===== src/rtl/instr_fetch_unit.sv =====
// instr_fetch_unit: MIPS instruction fetch stage.
// Holds the PC, runs a req/ack handshake with instruction memory, and presents
// each fetched word with its PC in a registered IF/ID slot. A one-entry skid
// register absorbs a fetch that completes while the slot is stalled. Redirects
// squash younger work; an unacked request at redirect time is completed at its
// stale address (DISCARD) so the handshake stays stable.
// Optional macro IFETCH_PERF_CNT_EN adds fetchCount/stallCount counters.
module instr_fetch_unit #(
  parameter logic [31:0] RESET_PC = 32'h0040_0000
) (
  input  logic        clk,
  input  logic        rst_n,
  output logic        imemReq,
  output logic [31:0] imemAddr,
  input  logic        imemAck,
  input  logic [31:0] imemData,
  input  logic        stall,
  input  logic        redirect,
  input  logic [31:0] redirectPc,
  output logic [31:0] instrWord,
  output logic [31:0] instrPc,
`ifdef IFETCH_PERF_CNT_EN
  output logic [31:0] fetchCount,
  output logic [31:0] stallCount,
`endif
  output logic        instrValid
);

  typedef enum logic [1:0] {START, REQ, SKID, DISCARD} state_t;

  state_t      state, next_state;
  logic [31:0] pc;
  logic [31:0] target_pc;
  logic [31:0] skid_word_p0;
  logic [31:0] skid_pc_p0;
  logic        skid_vld_p0;

  logic        ack;
  logic        out_free;
  logic        load_slot;
  logic        load_skid;
  logic        fetch_done;
  logic        hold_pc;

  // Address always tracks the PC; during DISCARD the PC still holds the stale
  // address and the redirect target waits in target_pc.
  assign imemAddr = pc;
  assign out_free = !instrValid || !stall;

  // State register.
  always_ff @(posedge clk or negedge rst_n) begin
    if (!rst_n) state <= START;
    else        state <= next_state;
  end

  // Next-state, request output and datapath strobes.
  always_comb begin
    next_state = state;
    imemReq    = 1'b0;
    ack        = 1'b0;
    load_slot  = 1'b0;
    load_skid  = 1'b0;
    fetch_done = 1'b0;
    hold_pc    = 1'b0;
    case (state)
      START: begin
        next_state = REQ;
      end
      REQ: begin
        imemReq = 1'b1;
        ack     = imemAck;
        if (redirect) begin
          // Unacked request must finish at its stale address first.
          next_state = imemAck ? REQ : DISCARD;
          hold_pc    = !imemAck;
        end else if (imemAck) begin
          fetch_done = 1'b1;
          if (out_free) begin
            load_slot = 1'b1;
          end else begin
            load_skid  = 1'b1;
            next_state = SKID;
          end
        end
      end
      SKID: begin
        if (redirect) begin
          next_state = REQ;
        end else if (out_free) begin
          load_slot  = skid_vld_p0;
          next_state = REQ;
        end
      end
      DISCARD: begin
        imemReq = 1'b1;
        ack     = imemAck;
        if (imemAck) next_state = REQ;
        else         hold_pc    = redirect;
      end
      default: next_state = START;
    endcase
  end

  // Program counter and pending redirect target.
  always_ff @(posedge clk or negedge rst_n) begin
    if (!rst_n) begin
      pc        <= RESET_PC;
      target_pc <= RESET_PC;
    end else if (redirect) begin
      if (hold_pc) target_pc <= redirectPc;
      else         pc        <= redirectPc;
    end else if (fetch_done) begin
      pc <= pc + 32'd4;
    end else if (state == DISCARD && ack) begin
      pc <= target_pc;
    end
  end

  // IF/ID slot: load from memory or from the skid, else empty when consumed.
  always_ff @(posedge clk or negedge rst_n) begin
    if (!rst_n) begin
      instrWord  <= '0;
      instrPc    <= '0;
      instrValid <= 1'b0;
    end else if (redirect) begin
      instrValid <= 1'b0;
    end else if (load_slot) begin
      instrWord  <= (state == SKID) ? skid_word_p0 : imemData;
      instrPc    <= (state == SKID) ? skid_pc_p0   : pc;
      instrValid <= 1'b1;
    end else if (out_free) begin
      instrValid <= 1'b0;
    end
  end

  // Skid register: parks a word that arrives while the slot is held.
  always_ff @(posedge clk or negedge rst_n) begin
    if (!rst_n) begin
      skid_word_p0 <= '0;
      skid_pc_p0   <= '0;
      skid_vld_p0  <= 1'b0;
    end else if (redirect) begin
      skid_vld_p0 <= 1'b0;
    end else if (load_skid) begin
      skid_word_p0 <= imemData;
      skid_pc_p0   <= pc;
      skid_vld_p0  <= 1'b1;
    end else if (state == SKID && out_free) begin
      skid_vld_p0 <= 1'b0;
    end
  end

`ifdef IFETCH_PERF_CNT_EN
  // Performance counters: slot loads and stalled-valid cycles, free-running wrap.
  always_ff @(posedge clk or negedge rst_n) begin
    if (!rst_n) begin
      fetchCount <= '0;
      stallCount <= '0;
    end else begin
      if (load_slot && !redirect) fetchCount <= fetchCount + 32'd1;
      if (instrValid && stall)    stallCount <= stallCount + 32'd1;
    end
  end
`endif

endmodule


===== config.mk =====
export PLATFORM = sky130hd
export DESIGN_NAME = instr_fetch_unit
export DESIGN_NICKNAME = d
export VERILOG_FILES = /design/src/rtl/instr_fetch_unit.sv
export SDC_FILE = /design/constraint.sdc
export NUM_CORES = 1
export LEC_CHECK = 0
export ABC_CLOCK_PERIOD_IN_PS = 2700
export CAP_MARGIN = 30
export CELL_PAD_IN_SITES_DETAIL_PLACEMENT = 1
export CELL_PAD_IN_SITES_GLOBAL_PLACEMENT = 1
export CORE_ASPECT_RATIO = 0.6
export CORE_MARGIN = 8
export CORE_UTILIZATION = 38
export CTS_BUF_LIST = sky130_fd_sc_hd__clkbuf_16
export CTS_CLUSTER_DIAMETER = 80
export DETAILED_ROUTE_END_ITERATION = 10
export GPL_ROUTABILITY_DRIVEN = 0
export PLACE_DENSITY = 0.71
export REMOVE_ABC_BUFFERS = 1
export SLEW_MARGIN = 40
export SYNTH_ARGS = -nofsm -noshare
export SYNTH_HDL_FRONTEND = slang
export SYNTH_SLANG_ARGS = --single-unit

===== constraint.sdc =====
create_clock -name clk -period 2.7 [get_ports clk]
set_clock_uncertainty 0.15 [all_clocks]
set_input_delay 0.405 -clock clk [delete_from_list [all_inputs] [get_ports clk]]
set_output_delay 0.405 -clock clk [all_outputs]
set_load 0.01 [all_outputs]

Word-level counts from Yosys, hierarchy flattened

Cells that the tools add are included.

Register bits after elaboration: 196
Input bits: 69
Output and inout bits: 98
Word-level logic and storage cells: 73

Add/sub/neg operators: 1
Eq/ne operators: 8
Multiplexer cells: 38
Bitwise logic cells: 1
Reductions and logical operators: 16

Operator list:

| kind                                                 | count |
|---|---|
| 2-to-1 mux 32 bit                                    | 6 |
| adder 32 x 3 -> 32 bit (second input constant)       | 1 |
| 2-to-1 mux 1 bit                                     | 22 |
| 2-to-1 mux 2 bit                                     | 7 |
| inequality test 3 bit (second input constant)        | 3 |
| nonzero test 3 bit                                   | 3 |
| one-hot mux 2 bit (4 select lines)                   | 1 |
| AND reduction 2 bit                                  | 4 |
| equality test 2 bit (second input constant)          | 2 |
| inequality test 2 bit (second input constant)        | 2 |
| one-hot mux 1 bit (2 select lines)                   | 2 |
| AND reduction 4 bit                                  | 1 |
| logical NOT 1 bit                                    | 3 |
| equality test 2 x 1 -> 1 bit (second input constant) | 1 |
| logical AND 1 bit                                    | 2 |
| logical NOT 2 bit                                    | 1 |
| OR reduction 2 bit                                   | 1 |
| logical OR 1 bit                                     | 1 |
| inverter 1 bit                                       | 1 |

Depth between registers and ports, before layout

Gate-level depths: netlist of the first run.

Depth after elaboration: 8
Gate-level depth with buffers: 10
Gate-level depth less buffers: 7

Worst setup path before layout of the first run

OpenSTA, ideal clock, no wires.

Path type: register -> register
Start point: reg state[0]
End point: reg pc[24], in the netlist imemAddr[24]
Arrival time: 1,880 ps
Data required time: 2,413 ps
Slack: 533 ps
Stages on the path, launching flop included: 8
Clock period less this slack: 2,167 ps
Path through: dfrtp_1 -> ha_1 -> clkbuf_2 -> nor2_1 -> mux2i_1 -> clkbuf_1 -> a21oi_1 -> a2bb2oi_1

Word-level cells in the longest chain between the ends: 6

RTL lines:

| what                                                                | line    | source |
|---|---|---|
| start: declaration                                                  | 31      | `state_t state, next_state;` |
| start signal: assignment                                            | 53      | `else state <= next_state;` |
| equality test 2 bit or equality test 2 x 1 -> 1 bit (tied branches) | 65, 114 |  |
| OR reduction 2 bit (no line)                                        | n/a     |  |
| 2-to-1 mux 1 bit                                                    | 65      | `case (state)` |
| logical AND 1 bit                                                   | 114     | `end else if (state == DISCARD && ack) begin` |
| nonzero test 3 bit (no line)                                        | n/a     |  |
| AND reduction 2 bit (no line)                                       | n/a     |  |
| end signal: assignment                                              | 111     | `else pc <= redirectPc;` |
| end signal: assignment                                              | 113     | `pc <= pc + 32'd4;` |
| end signal: assignment                                              | 115     | `pc <= target_pc;` |
| end: declaration                                                    | 32      | `logic [31:0] pc;` |

Parallel ways exist; a longest one is shown, timed or not.
A chain may end at the register's enable or synchronous reset.

Worst setup path in the final report of the first run

Start point: reg state[1]
End point: out imemReq

Word-level cells in the longest chain between the ends: 3

RTL lines:

| what                                                                | line | source |
|---|---|---|
| equality test 2 bit or equality test 2 x 1 -> 1 bit (tied branches) | 65   |  |
| OR reduction 2 bit (no line) (*)                                    | n/a  |  |
| 2-to-1 mux 1 bit (*)                                                | 65   |  |
| end: declaration                                                    | 13   | `output logic imemReq,` |

Every way passes the cells marked *; elsewhere a longest branch is shown, timed or not.

==> summary.md, run 1 <==
The number of setup buffers added after CTS is 0. The async set or reset register ratio after synthesis was 1.00; the worst ir drop on vdd was 540 µV. Counting flops with a built-in enable in the synthesized netlist gives 0. Classification of the worst-slack hold path: primary input to asynchronous set/reset pin. Layout overhead on the synthesized area: 31.2%.

The tools report the critical path required time as 2140 ps. For this block, the initial DRC count from the detailed router was 288. TritonCTS built the clock tree. The shortest clock period the worst path allows after layout works out to 2560 ps. The flow ran to the end, and the final reports show no timing, DRC or antenna violations. The synthesized-area fraction occupied by and/or/nand/nor cells works out to 0.105. Yosys instantiated no cell more often than sky130_fd_sc_hd__dfrtp_1. Of all cell types, the one taking the most synthesized area is sky130_fd_sc_hd__dfrtp_1. The most used flip-flop cell after synthesis is sky130_fd_sc_hd__dfrtp_1. Setup violations remaining at the end of the flow were counted as 0.

The tools report the total number of H-tree levels as 4. The first global-routing pass estimated 43300 µm of wire. The max capacitance violation total was 0; the synthesized flop and latch total was 196. Worst reg-to-reg path cell count: 6. The number of warnings printed during yosys synthesis is 0, and the relative slew slack is 0.564. The logs give 0.391 GHz for the upper clock frequency limit and 0.185 for the overall routing resource usage.

Critical path startpoint category: a flop. The worst register-to-register path ends at imemAddr[26]. In this run the cell area of the synthesized design comes to 0.00908 mm². The via count of the first global-routing pass was 7459; the first-pass iteration count of the detailed router was 4. Clock tree synthesis found a total of 196 sinks. The total of buffers placed on input and output ports is 166, and the site row count is 43.

Along the worst path, the maximum fanout reaches 8. The fraction of the mapped netlist area in compound gates is 0.115, and the total wire length is 26700 µm. The logs give 0 for the final count of hold timing violations and 2504 for the fill cell total of the finished layout. The clock latency reported for the late side of the worst-skew pair is 440 ps, and the initial cell density of the core is 0.390. Across all register-to-register paths, the minimum setup slack is 360 ps. Clock-pin slew was measured on the worst setup and hold paths at 70 ps. Yosys mapped the design onto 59 distinct sky130hd cell types. The run gives 0.0129 W as the total power consumption of the routed design. 0 antenna diodes ended up in the layout.

CTS placed an instance of sky130_fd_sc_hd__clkbuf_16 at the clock tree root. The tools report the maximum number of pins on one net before global-route repair as 66. 167 I/O pins were placed. The sequential cell area was 0.00491 mm². Sorting the synthesized cells by area gives the leading types as sky130_fd_sc_hd__dfrtp_1, sky130_fd_sc_hd__mux2_2, sky130_fd_sc_hd__mux2i_1. The HPWL reported at the end of detailed placement is 18300 µm, and the power per unit of standard cell area is 1080 mW/mm².

For the cell count after synthesis, the log shows 825. For the number of slew-limit violations in the final report, the log shows 0. STA classifies the critical path endpoint as an output pin. The tools report the number of buffers inserted during clock tree synthesis as 17.

Worst hold margin: 284 ps. For this run, design rule violations remaining after detail routing come to 0. Synthesized area per cell: 11.0 µm².

The share of post-route cells with drive strength above 1 was 0.173; the post-synthesis share of cell area spent on xor and xnor gates was 0.00289. Total die area: 0.0293 mm². The detail route stage leaves a number of antenna-violating nets equal to 0. The logs give 0.540 for the sequential share of the synthesized area and 0 ps for the final total negative setup slack. Startpoint of the worst register-to-register path: imemAddr[2]. For this run the aggregate overflow at the end of global routing stands at 0. Measured along the x axis, the die boundary spans 216 µm.

The net count of the finished layout is 1060. The number of antenna violations at the first check in global routing was 2. Dividing the detail-routed via count by the number of cells gives 5.29. The multi-input combinational cells in the finished layout cover a total of 0.00393 mm².

The proportion of netlist area held by the largest area contributor is 0.534. In the synthesized netlist, the cells that appear most often are sky130_fd_sc_hd__dfrtp_1, sky130_fd_sc_hd__mux2_2, sky130_fd_sc_hd__a21oi_1, sky130_fd_sc_hd__nor2_1, sky130_fd_sc_hd__mux2i_1. Data arrives at the worst endpoint at 2010 ps. Setup repair after global routing left no endpoint under its margin.

Number of buffers on the longest clock path: 2. From bottom edge to top edge, the die measures 136 µm. Leakage power: 4.93 nW. The portion of netlist area occupied by mux cells is 0.199. The post-route fraction of the period consumed by the critical path works out to 0.948. The area share of fa/ha/maj cells after synthesis was 0.00551.

The core area was 0.0233 mm². The critical path class was flop to output pin. After synthesis, the largest family of logic cells by area is multiplexers. For this block, the via count after detailed routing is 6942.

At the pin with the least slew margin, the transition time is 652 ps. In the final routed layout, each cell accounts on average for 20.3 µm.
kinds of logic after synthesis:
kind of cell	Yosys count
simple gates	205
buf+inv	70
fa+ha+maj	4
mux	168
xor+xnor	3
flops	196
compound gates	179
power breakdown:
group | switching, W | leakage, nW | internal [W]
Clock | 0.00113 | 0.306 | 0.00153
Sequential | 0.00105 | 2.37 | 0.00429
Combinational | 0.00219 | 2.25 | 0.00268
how the worst max path moves through the flow:
stage,from,end,slack (ps),cells past startpoint
floorplan,state[0],instrPc[0],-6030,5
global placement,imemAck,imemAddr[30],370,6
detailed placement,imemAck,imemAddr[13],250,7
CTS,state[1],imemReq,50,6
global route,state[0],imemReq,50,5
finish,state[1],imemReq,140,6
state kept, by name (all words and copies together), names as in the netlist:
register      flops
instrValid        1
instrWord        32
skid_word_p0     32
skid_pc_p0       32
target_pc        32
skid_vld_p0       1
imemAddr         32
state             2
instrPc          32
placed cells by master, fill, tap and decap left out, types with 14 or more instances in the layout:
master and instances:
sky130_fd_sc_hd__clkbuf_16 17, sky130_fd_sc_hd__mux2i_1 69, sky130_fd_sc_hd__dfrtp_1 194, sky130_fd_sc_hd__nand2_1 58, sky130_fd_sc_hd__mux2_2 95, sky130_fd_sc_hd__inv_1 14
sky130_fd_sc_hd__clkdlybuf4s50_1 164, sky130_fd_sc_hd__nor2_1 86, sky130_fd_sc_hd__a21oi_1 90, sky130_fd_sc_hd__buf_4 26, sky130_fd_sc_hd__o21ai_0 39
area by class of cell:
class                           instances  area share
Clock buffer                           17      0.0357
Clock inverter                         13      0.0142
Inverter                               11     0.00346
Multi-Input combinational cell        559       0.330
Sequential cell                       196       0.412
Tap cell                              315      0.0331
Timing Repair Buffer                  202       0.172
per-stage QoR:
step,cell area [µm²],worst slack (ps),utilization,instances
5_1_grt,11900,45.8,0.512,1313
3_5_place_dp,11300,248,0.485,1282
6_report,11900,140,0.512,1313
3_3_place_gp,11300,366,0.485,1282
4_1_cts,11900,47.9,0.511,1313
2_1_floorplan,8820,-6030,-,766
metal layers:
metal | vias to the layer above | track usage | wire length, µm
met1 | 3521 | 0.257 | 13000
li1 | 3261 | - | -
met4 | 4 | 0.0347 | 227
met3 | 22 | 0.0546 | 1500
met2 | 134 | 0.285 | 12000
met5 | - | 0 | 22
critical path, stage by stage (launching register included):
cell                              delay, ps
sky130_fd_sc_hd__dfrtp_1                440
sky130_fd_sc_hd__inv_1                  130
sky130_fd_sc_hd__ha_4                   190
sky130_fd_sc_hd__nor2_1                  60
sky130_fd_sc_hd__buf_4                  150
sky130_fd_sc_hd__inv_1                   70
sky130_fd_sc_hd__clkdlybuf4s50_1        530
repair_timing:
item / in CTS / in global routing
endpoints found under the setup margin: 1 / 1
cloned: 0 / 0
hold buffers: 1 / 0
resized for setup: 1 / 1
hold endpoints to repair: 27 / 0
Note: power is estimated with default switching activity, not from simulation.
==> inputs of run 2 (changes only) <==
Settings changed: CORE_UTILIZATION 38 to 41, CTS_CLUSTER_SIZE set to 10, PLACE_DENSITY 0.71 to 0.76.
==> run 2 against run 1 <==
Effect of this change:
- wire length is 1.5% lower
- fmax shrank 0.11%
- critical path depth fell by 2
- sequential power hardly changed
- non-clock buffer count up 3
- final cell count fell by 1.8%
- worst setup slack worse by 2.9 ps
- cell area about the same
- clock-buffer cell count unchanged
- combinational power barely moved
- largest power group unchanged
- highest routed layer unchanged
==> summary.md, run 2 (synthesized netlist as in run 1, its figures left out) <==
For the pin with the worst max-slew slack, the measured transition is 642 ps. The run gives 0.00491 mm² as the sequential cell area. Power spread over the standard cell area amounts to 1090 mW/mm². Fill cells in the final layout number 2353.

Once layout is done, the placed cells without fillers occupy 0.0119 mm². The library cell used most frequently in the layout, excluding fill and tap cells, is sky130_fd_sc_hd__dfrtp_1. The tools report the number of buffers on the longest clock path as 2. The logs give 0 for the number of slew-limit violations in the final report and 4 for the total number of H-tree levels.

The tools report the start point of the worst min-delay path as redirect. Clock-pin slew was measured on the worst setup and hold paths at 80 ps. The final count of hold timing violations is 0. The total number of vias was 7026; the via density per instance was 5.45.

The total power consumption of the routed design was 0.0130 W. The worst register-to-register path begins at imemAddr[2]. The floorplan step defined a die boundary enclosing 0.0273 mm².

The count of nets left with antenna violations once routing finished came out at 0. The library cells used most frequently in the layout, excluding fill and tap cells, are sky130_fd_sc_hd__dfrtp_1, sky130_fd_sc_hd__clkdlybuf4s50_1, sky130_fd_sc_hd__mux2_2. The run gives 7575 as the via count of the first global-routing pass. Relative slew slack: 0.571.

The worst setup path startpoint is state[0]. VDD sags by at most 523 µV. The repair_antennas step left the layout with diodes totalling 0. The critical path goes through ha_1, nor2_2, inv_1, clkdlybuf4s50_1.

The run gives 4.93 nW as the leakage power. Largest delay contributor family on the critical path: buffers and inverters. The total of buffers placed on input and output ports came out at 166. The classification of the worst-slack hold path was primary input to flop. The internal cell power was 0.00854 W; the upper clock frequency limit was 0.390 GHz. For the number of antenna violations at the first check in global routing, the log shows 2. Detailed placement finished with a half-perimeter wire length of 18300 µm. Clock tree synthesis selected as its root buffer the cell sky130_fd_sc_hd__clkbuf_16. The total wire length was 26300 µm; the power dissipated by switching net loads was 0.00445 W. The run finished with clean final reports. Shortest clock period the worst path allows after layout: 2560 ps. Data on the critical path arrives at its endpoint at 2010 ps.

The critical path startpoint category was a flop. At the end of the flow, the number of nets in the layout was 1063. Among all stages on the critical path, the largest delay is contributed by sky130_fd_sc_hd__clkdlybuf4s50_1. The total area inside the core boundary comes to 0.0219 mm². For the number of clock sinks, the log shows 196.

Setup violations remaining at the end of the flow were counted as 0. The site row count is 42, and the total DRC errors in the routed layout is 0. The area growth from synthesis to layout is 31.3%. The initial cell density of the core is 0.415, and the highest fanout seen on the critical path is 5. The critical path is of the flop to output pin type. The tools report the maximum number of pins on one net before global-route repair as 74.

The run gives 0.410 as the part of the power in registers. Setup repair after global routing left no endpoint under its margin. The run gives 0.197 as the overall routing resource usage. The first-pass GRT wire length came out at 43500 µm.

The number of primary I/O pins is 167. Across the run, the number of max-cap violations was 0. Summing all multi-input logic gate instances after layout gives 0.00392 mm². The detailed router's first-iteration violation count was 268; the post-CTS setup buffer count was 0.

The share of post-route cells with drive strength above 1 came out at 0.180. The pre-antenna-repair detailed-routing pass consisted of 4 iterations. Measured along the y axis, the die boundary spans 131 µm. The critical path required time is 2140 ps, and the number of cells in the finished layout apart from fillers is 1289. The post-route fraction of the period consumed by the critical path is 0.949, and the worst stage delay on the critical path is 490 ps. After detailed placement, the design holds a cell count of 1256.

The clock reaches the later pin of the worst-skew pair after 440 ps. TritonCTS built the clock tree. The placed instance area is 0.0113 mm², and the switching share of total power is 0.342. In the final routed layout, each cell accounts on average for 20.4 µm. The tools report the register-to-register setup slack as 280 ps. The critical path contains buffers and inverters numbering 2 combined.

The share of total power in the clock network was 0.212; the total congestion overflow after global routing was 0. Buffers inserted during clock tree synthesis total 17. The tools report the category of the worst setup path capture point as an output pin. The die is 208 µm wide. The tools report the logic gate share of total power as 0.378.
## run 2: power by group through the flow
stage               combinational [W]  clock, W  sequential, W
finish                        0.00490   0.00275        0.00533
global route                  0.00536   0.00294        0.00553
CTS                           0.00498   0.00281        0.00534
detailed placement            0.00492         0        0.00537
global placement              0.00475         0        0.00529
floorplan                     0.00202         0        0.00549
## run 2: what timing repair did
| action | in CTS | in global routing |
|---|---|---|
| resized for setup | 1 | 0 |
| setup endpoints to repair | 1 | 0 |
| hold buffers | 1 | 0 |
| endpoints found under the hold margin | 60 | 0 |
## run 2: final timing paths
check / to / depth (start not counted)
worst max-delay path: imemReq / 4
worst min-delay path: imemAddr[4] / 3
worst max register to register: imemAddr[22] / 6
worst min register to register: target_pc[5] / 1
max in group asynchronous: target_pc[22] / 3
min in group asynchronous: imemAddr[9] / 2
## run 2: cell type report
| class | count | area share |
|---|---|---|
| clock inverters | 15 | 0.0169 |
| well taps | 286 | 0.0300 |
| inverters | 11 | 0.00346 |
| multi-input cells | 559 | 0.329 |
| repair buffers | 205 | 0.173 |
| flip-flops and latches | 196 | 0.411 |
| clock buffers | 17 | 0.0357 |
## run 2: worst min-delay path: stages
cell and delay [ps]:
sky130_fd_sc_hd__buf_2 200, sky130_fd_sc_hd__a221oi_1 130, sky130_fd_sc_hd__o21ai_0 150
## run 2: metrics by stage
step / hold WS, ps / utilization / setup WS, ps / TNS, ps
after floorplan: -40.6 / - / -6030 / -610030
after CTS: 324 / 0.544 / 109 / 0
after global routing: 357 / 0.544 / 0.117 / 0
after detailed placement: 316 / 0.515 / 189 / 0
final: 337 / 0.544 / 137 / 0
after global placement: 312 / 0.515 / 232 / 0
## run 2: routing by layer
layer,track usage,up-vias,share of wire
li1,-,3266,-
met1,0.277,3589,0.49
met2,0.296,148,0.44
met3,0.0617,19,0.060
met4,0.0357,4,0.0072
met5,0,-,0.0010
==> inputs of run 3 (changes only) <==
Settings changed: CORE_UTILIZATION 41 to 40, PLACE_DENSITY 0.76 to 0.74.
==> run 3 against run 2 <==
Effect of this change:
- register-to-register slack got worse by 30 ps
- flip-flop and latch count is the same
- non-clock buffer count decreased by 3
- die area grew 2.2%
- first-iteration DRC count increased by 13%
- critical path type unchanged
==> summary.md, run 3 (synthesized netlist as in run 1, its figures left out) <==
The run gives 0 as the antenna diode count. The sequential cell area is 0.00491 mm², and the shortest clock period the worst path allows after layout is 2550 ps. The site row count is 42, and the worst hold path depth is 1.

The logic gate share of total power is 0.382, and the first-pass GRT wire length is 42300 µm. Post-route fraction of the period consumed by the critical path: 0.943. The min-delay analysis places its worst path in the category flop to flop. The H-tree was split into 4 levels. Most frequent standard cell in the layout excluding fill and tap cells: sky130_fd_sc_hd__dfrtp_1.

Highest fanout seen on the critical path: 4. The run gives 0.0279 mm² as the total die area. The net count of the finished layout is 1060. The via density per instance was 5.35; the worst ir drop on vdd was 495 µV.

The number of buffers on the longest clock path was 2; the HPWL reported at the end of detailed placement was 18200 µm. Part of the power in registers: 0.421. The number of antenna violations at the first check in global routing is 2. Summed over all cells, the static leakage comes to 4.89 nW.

Compared with the post-synthesis result, the final layout area differs by 30.7%. The total overflow left after global routing is 0. The cell that appears most often on the critical path is sky130_fd_sc_hd__inv_1. Cell internal power was estimated by the tool at 0.00831 W. The critical path arrival is 1990 ps.

The maximum number of pins on one net before global-route repair was 74. The core utilization of the finished layout is 0.535, and the total of buffers placed on input and output ports is 166. In the final layout, the multi-input gates occupy 0.00392 mm².

After floorplanning, the core was sized to cover 0.0222 mm². The worst stage delay on the critical path is 480 ps. The share of post-route cells with drive strength above 1 was 0.175. The switching share of total power is 0.344, and the total DRC errors in the routed layout is 0. TritonCTS built the clock tree.

The worst hold path endpoint was target_pc[6]. The number of clock sinks is 196, and the final total negative setup slack is 0 ps. Once layout is done, the placed cells without fillers occupy 0.0119 mm². The critical path goes through inv_1, ha_1, nor2_2, inv_1, clkdlybuf4s50_1. The filler cells instantiated in the layout total 2389.

The final count of hold timing violations was 0; the via count of the first global-routing pass was 7438. STA puts the critical path data required time at 2140 ps. For this block, the routed nets add up to 26000 µm of wire. Static timing analysis puts the maximum clock frequency at 0.393 GHz.

Setup violations remaining at the end of the flow were counted as 0. The clock reaches the later pin of the worst-skew pair after 430 ps. The overall routing resource usage is 0.189, and the placed instance area is 0.0113 mm². The cell with the largest stage delay on the worst path is sky130_fd_sc_hd__clkdlybuf4s50_1.

The tools report the startpoint of the worst register-to-register path as state[1]. Relative slew slack: 0.566. In this run the critical register-to-register path is captured at imemAddr[15].

The tools report the number of slew-limit violations in the final report as 0. The worst setup path is captured at an output pin. Hold timing on the final database bottoms out at a slack of 335 ps. 167 I/O pins were placed.

The worst hold path begins at target_pc[6]. The detailed router placed 6992 vias in this run. For the initial cell density of the core, the log shows 0.410. The worst setup path startpoint was state[1]. The tools report the share of total power in the clock network as 0.197. The tree is rooted in a sky130_fd_sc_hd__clkbuf_16. Setup slack on the worst reg-to-reg path comes out at 250 ps. The worst reg-to-reg path cell count is 8, and the number of buffers inserted during clock tree synthesis is 17. Max-cap violations in this run came to 0.

Setup repair after global routing left no endpoint under its margin. In this run the remaining antenna-violating nets after routing total 0. The clock slew at the register clock pins of the worst setup and hold paths was 70 ps. The power per unit of standard cell area works out to 1070 mW/mm². The total power consumption of the routed design was 0.0127 W; the die extent in y was 133 µm.

The flow ran to the end, and the final reports show no timing, DRC or antenna violations. The first detailed-routing pass ran for 4 iterations. The worst-margin pin slew is 651 ps, and the routed wire length per instance is 19.9 µm.

The power dissipated by switching net loads was 0.00436 W. The critical path class is flop to output pin. Leaving out fill and tap cells, the most frequent cells in the layout are sky130_fd_sc_hd__dfrtp_1, sky130_fd_sc_hd__clkdlybuf4s50_1, sky130_fd_sc_hd__mux2_2. The first routing iteration left 302 violations.

The worst setup path is launched from a flop. The chip width was 211 µm.
[run 3: cell types whose count changed in the layout (fill, tap and decap cells not counted)]
cell | previous run | this run
sky130_fd_sc_hd__buf_4 | 29 | 26
sky130_fd_sc_hd__bufinv_16 | 4 | 2
sky130_fd_sc_hd__clkinv_1 | 0 | 2
sky130_fd_sc_hd__clkinv_4 | 1 | 3
sky130_fd_sc_hd__clkinvlp_4 | 3 | 4
sky130_fd_sc_hd__inv_1 | 11 | 12
sky130_fd_sc_hd__inv_6 | 4 | 0
[run 3: final cells by class]
type,instances,area share
flip-flops and latches,196,0.413
multi-input cells,559,0.331
repair buffers,202,0.172
clock buffers,17,0.0358
well taps,308,0.0325
clock inverters,15,0.0120
inverters,11,0.00348
[run 3: critical path, delay by kind of cell (launching register included)]
kind | cells | cell delay, ps
adder cells (fa/ha/maj) | 1 | 210
flip-flops | 1 | 450
AND/OR/NAND/NOR | 1 | 270
buffers and inverters | 3 | 640
[run 3: through the flow]
step                setup WS, ps  cells
finish                       153   1308
global route                29.6   1308
CTS                          112   1308
detailed placement          78.9   1275
global placement             193   1275
floorplan                  -6030    766
[run 3: worst max path at each step]
stage | end | slack, ps | depth (start not counted)
final | imemReq | 150 | 5
after detailed placement | imemAddr[15] | 80 | 6
after global routing | imemAddr[15] | 30 | 8
after floorplan | instrPc[0] | -6030 | 5
after global placement | imemAddr[15] | 190 | 6
after CTS | imemReq | 110 | 5
[run 3: power by group through the flow]
stage,Clock (W),Sequential [W],Combinational (W)
CTS,0.00257,0.00534,0.00492
global placement,0,0.00531,0.00473
global route,0.00269,0.00553,0.00531
floorplan,0,0.00549,0.00202
finish,0.00250,0.00534,0.00484
detailed placement,0,0.00538,0.00488
[run 3: metal layers]
layer | track usage | vias up | part of all wire
met5 | 0 | - | 0.00089
met4 | 0.0325 | 4 | 0.0070
met3 | 0.0589 | 17 | 0.066
met2 | 0.288 | 145 | 0.43
met1 | 0.265 | 3563 | 0.49
li1 | - | 3263 | -
[run 3: repair_timing]
action | CTS | global route
endpoints found under the setup margin | 1 | 0
resized for setup | 1 | 0
hold endpoints to repair | 69 | 0
buffers inserted | 0 | 0
hold buffers | 1 | 0
==> variant: new RTL, settings of run 1 <==
Build with the macro `IFETCH_PERF_CNT_EN` defined.
--- a/src/rtl/instr_fetch_unit.sv
+++ b/src/rtl/instr_fetch_unit.sv
@@ -7,2 +7,4 @@
 // Optional macro IFETCH_PERF_CNT_EN adds fetchCount/stallCount counters.
+`define IFETCH_PERF_CNT_EN
+
 module instr_fetch_unit #(
Check against the original RTL (old outputs only; new: fetchCount and stallCount): equivalent (Yosys induction, for registers that start in step).
==> variant against run 1 <==
Synthesized area rose by 30%. Design area increased by 33%. Setup slack worse by 0.052 ns. Combinational power up 17%. Count of clock-buffer cells in the layout is 10 higher. Sequential share of layout area hardly changed. Sequential power rose by 19%. First-iteration DRC count grew 63%. Via count is 35% higher. Total power increased by 21%. Critical path depth fell by 1. Sequential cell count rose by 64. Wire length increased by 36%.
==> variant: results <==
set metrics [dict create \
    status "completed" \
    worstHoldStart "redirect" \
    portBuffers 230 \
    synth_xor_area_share_pct 4.67 \
    max-vdd-ir-drop_mv 0.551 \
    fill_cells 3348 \
    dp_hpwl_mm 26.1 \
    wl_mm 36.4 \
    first_pass_iters 4 \
    ff2ff_path_depth 5 \
    synth_mux_area_share_pct 14.9 \
    whs_endpoint "skid_vld_p0" \
    use_met2_pct 29.5 \
    synthAdderAreaFrac_pct 0.635 \
    clk_pin_slew_worst_paths_ns 0.07 \
    crit_start "state[1]" \
    ys_seq_area_share_pct 55.0 \
    drive_above_1_share_pct 15.5 \
    relSlewSlack_pct 60.1 \
    grt_pass1_wl_mm 59.1 \
    htree_num_levels 1 \
    numCtsBuffers 27 \
    grt_max_degree 109 \
    placedCellCount 1725 \
    instances_no_fill 1775 \
    holdCritPathClass "in -> reg" \
    vias 9365 \
    worst_r2r_endpoint "imemAddr[25]" \
    fin_nets 1414 \
    synth_common_cells "dfrtp_1 (258), mux2_2 (99), a21oi_1 (94)" \
    async_flop_share_pct 100 \
    use_met3_pct 3.90 \
    synth_compound_area_share_pct 9.23 \
    synthTopCellsByArea "dfrtp_1 (55%), mux2_2 (9.4%), mux2i_1 (5.5%)" \
    cts_setup_buffers 0 \
    insertion_delay_ns 0.54 \
    drtIter0Drc 468 \
    grt_use_met1_pct 27.9 \
    grt_pass1_vias 10200 \
    n_antenna_cell 0 \
    synth_warnings 0 \
    cp_max_fo 4 \
    synthCells 1079 \
    cp-end-kind "output port" \
    antenna_found_initial 1 \
    yosys.cell_types.count 51 \
    track_usage_pct 19.2 \
    power.leakage_nw 6.64 \
    clock_path_buffers 3 \
    r2r_slack_ns 0.15 \
    r2r-start "imemAddr[22]" \
    whs_path_depth 2 \
    endpoint "imemReq" \
    worst_ep_arrival_time_ns 2.06 \
]
## variant: changes by cell type after synthesis, sizes merged, moves of 6 or more
cell | before | now
and2 | 6 | 12
clkbuf | 21 | 57
nand3 | 14 | 46
nand4 | 7 | 24
nor4 | 3 | 11
dfrtp | 194 | 258
xor2 | 1 | 8
buf | 38 | 7
nand2 | 58 | 88
o21ai | 40 | 47
xnor2 | 2 | 55
and4 | 3 | 10
## variant: area by class of cell
class,instances,area share [%]
multi-input cells,740,32.0
clock buffers,27,4.27
well taps,416,3.29
repair buffers,295,18.1
flip-flops and latches,260,41.2
clock inverters,22,0.768
inverters,15,0.356
## variant: kinds of logic after synthesis
logic type / count (synthesis)
simple gates: 317
flops: 260
compound gates: 190
mux: 164
buf+inv: 79
xor+xnor: 63
fa+ha+maj: 6
## variant: report_power, final
part | internal (W) | leakage, nW | switching [W]
combinational | 0.00298 | 2.95 | 0.00270
clock | 0.00190 | 0.416 | 0.00158
sequential | 0.00537 | 3.27 | 0.00100
## variant: per-stage QoR
step           hold WS (ns)  area [um^2]  setup WS (ns)
2_1_floorplan       -0.0406        11600          -5.46
3_3_place_gp          0.249        15000          0.129
3_5_place_dp          0.249        15000         0.0219
4_1_cts              0.0802        15800         0.0547
5_1_grt              0.0914        15800         0.0156
6_report             0.0822        15800         0.0881
## variant: critical path, cell delays in order (launching register included)
cell             delay, ns
dfrtp_1               0.43
inv_1                 0.07
ha_1                  0.22
nor2_4                0.20
inv_1                 0.11
clkdlybuf4s50_1       0.49
## variant: layer usage
layer  vias up  part of all wire (%)
met1      4774                    49
met3        49                   4.7
met5         -                 0.036
li1       4353                     -
met2       187                    44
met4         2                   1.8
## variant: timing repair
action | CTS | global route
hold buffers | 1 | 0
setup endpoints to repair | 1 | 0
endpoints found under the hold margin | 55 | 0
resized for setup | 2 | 0
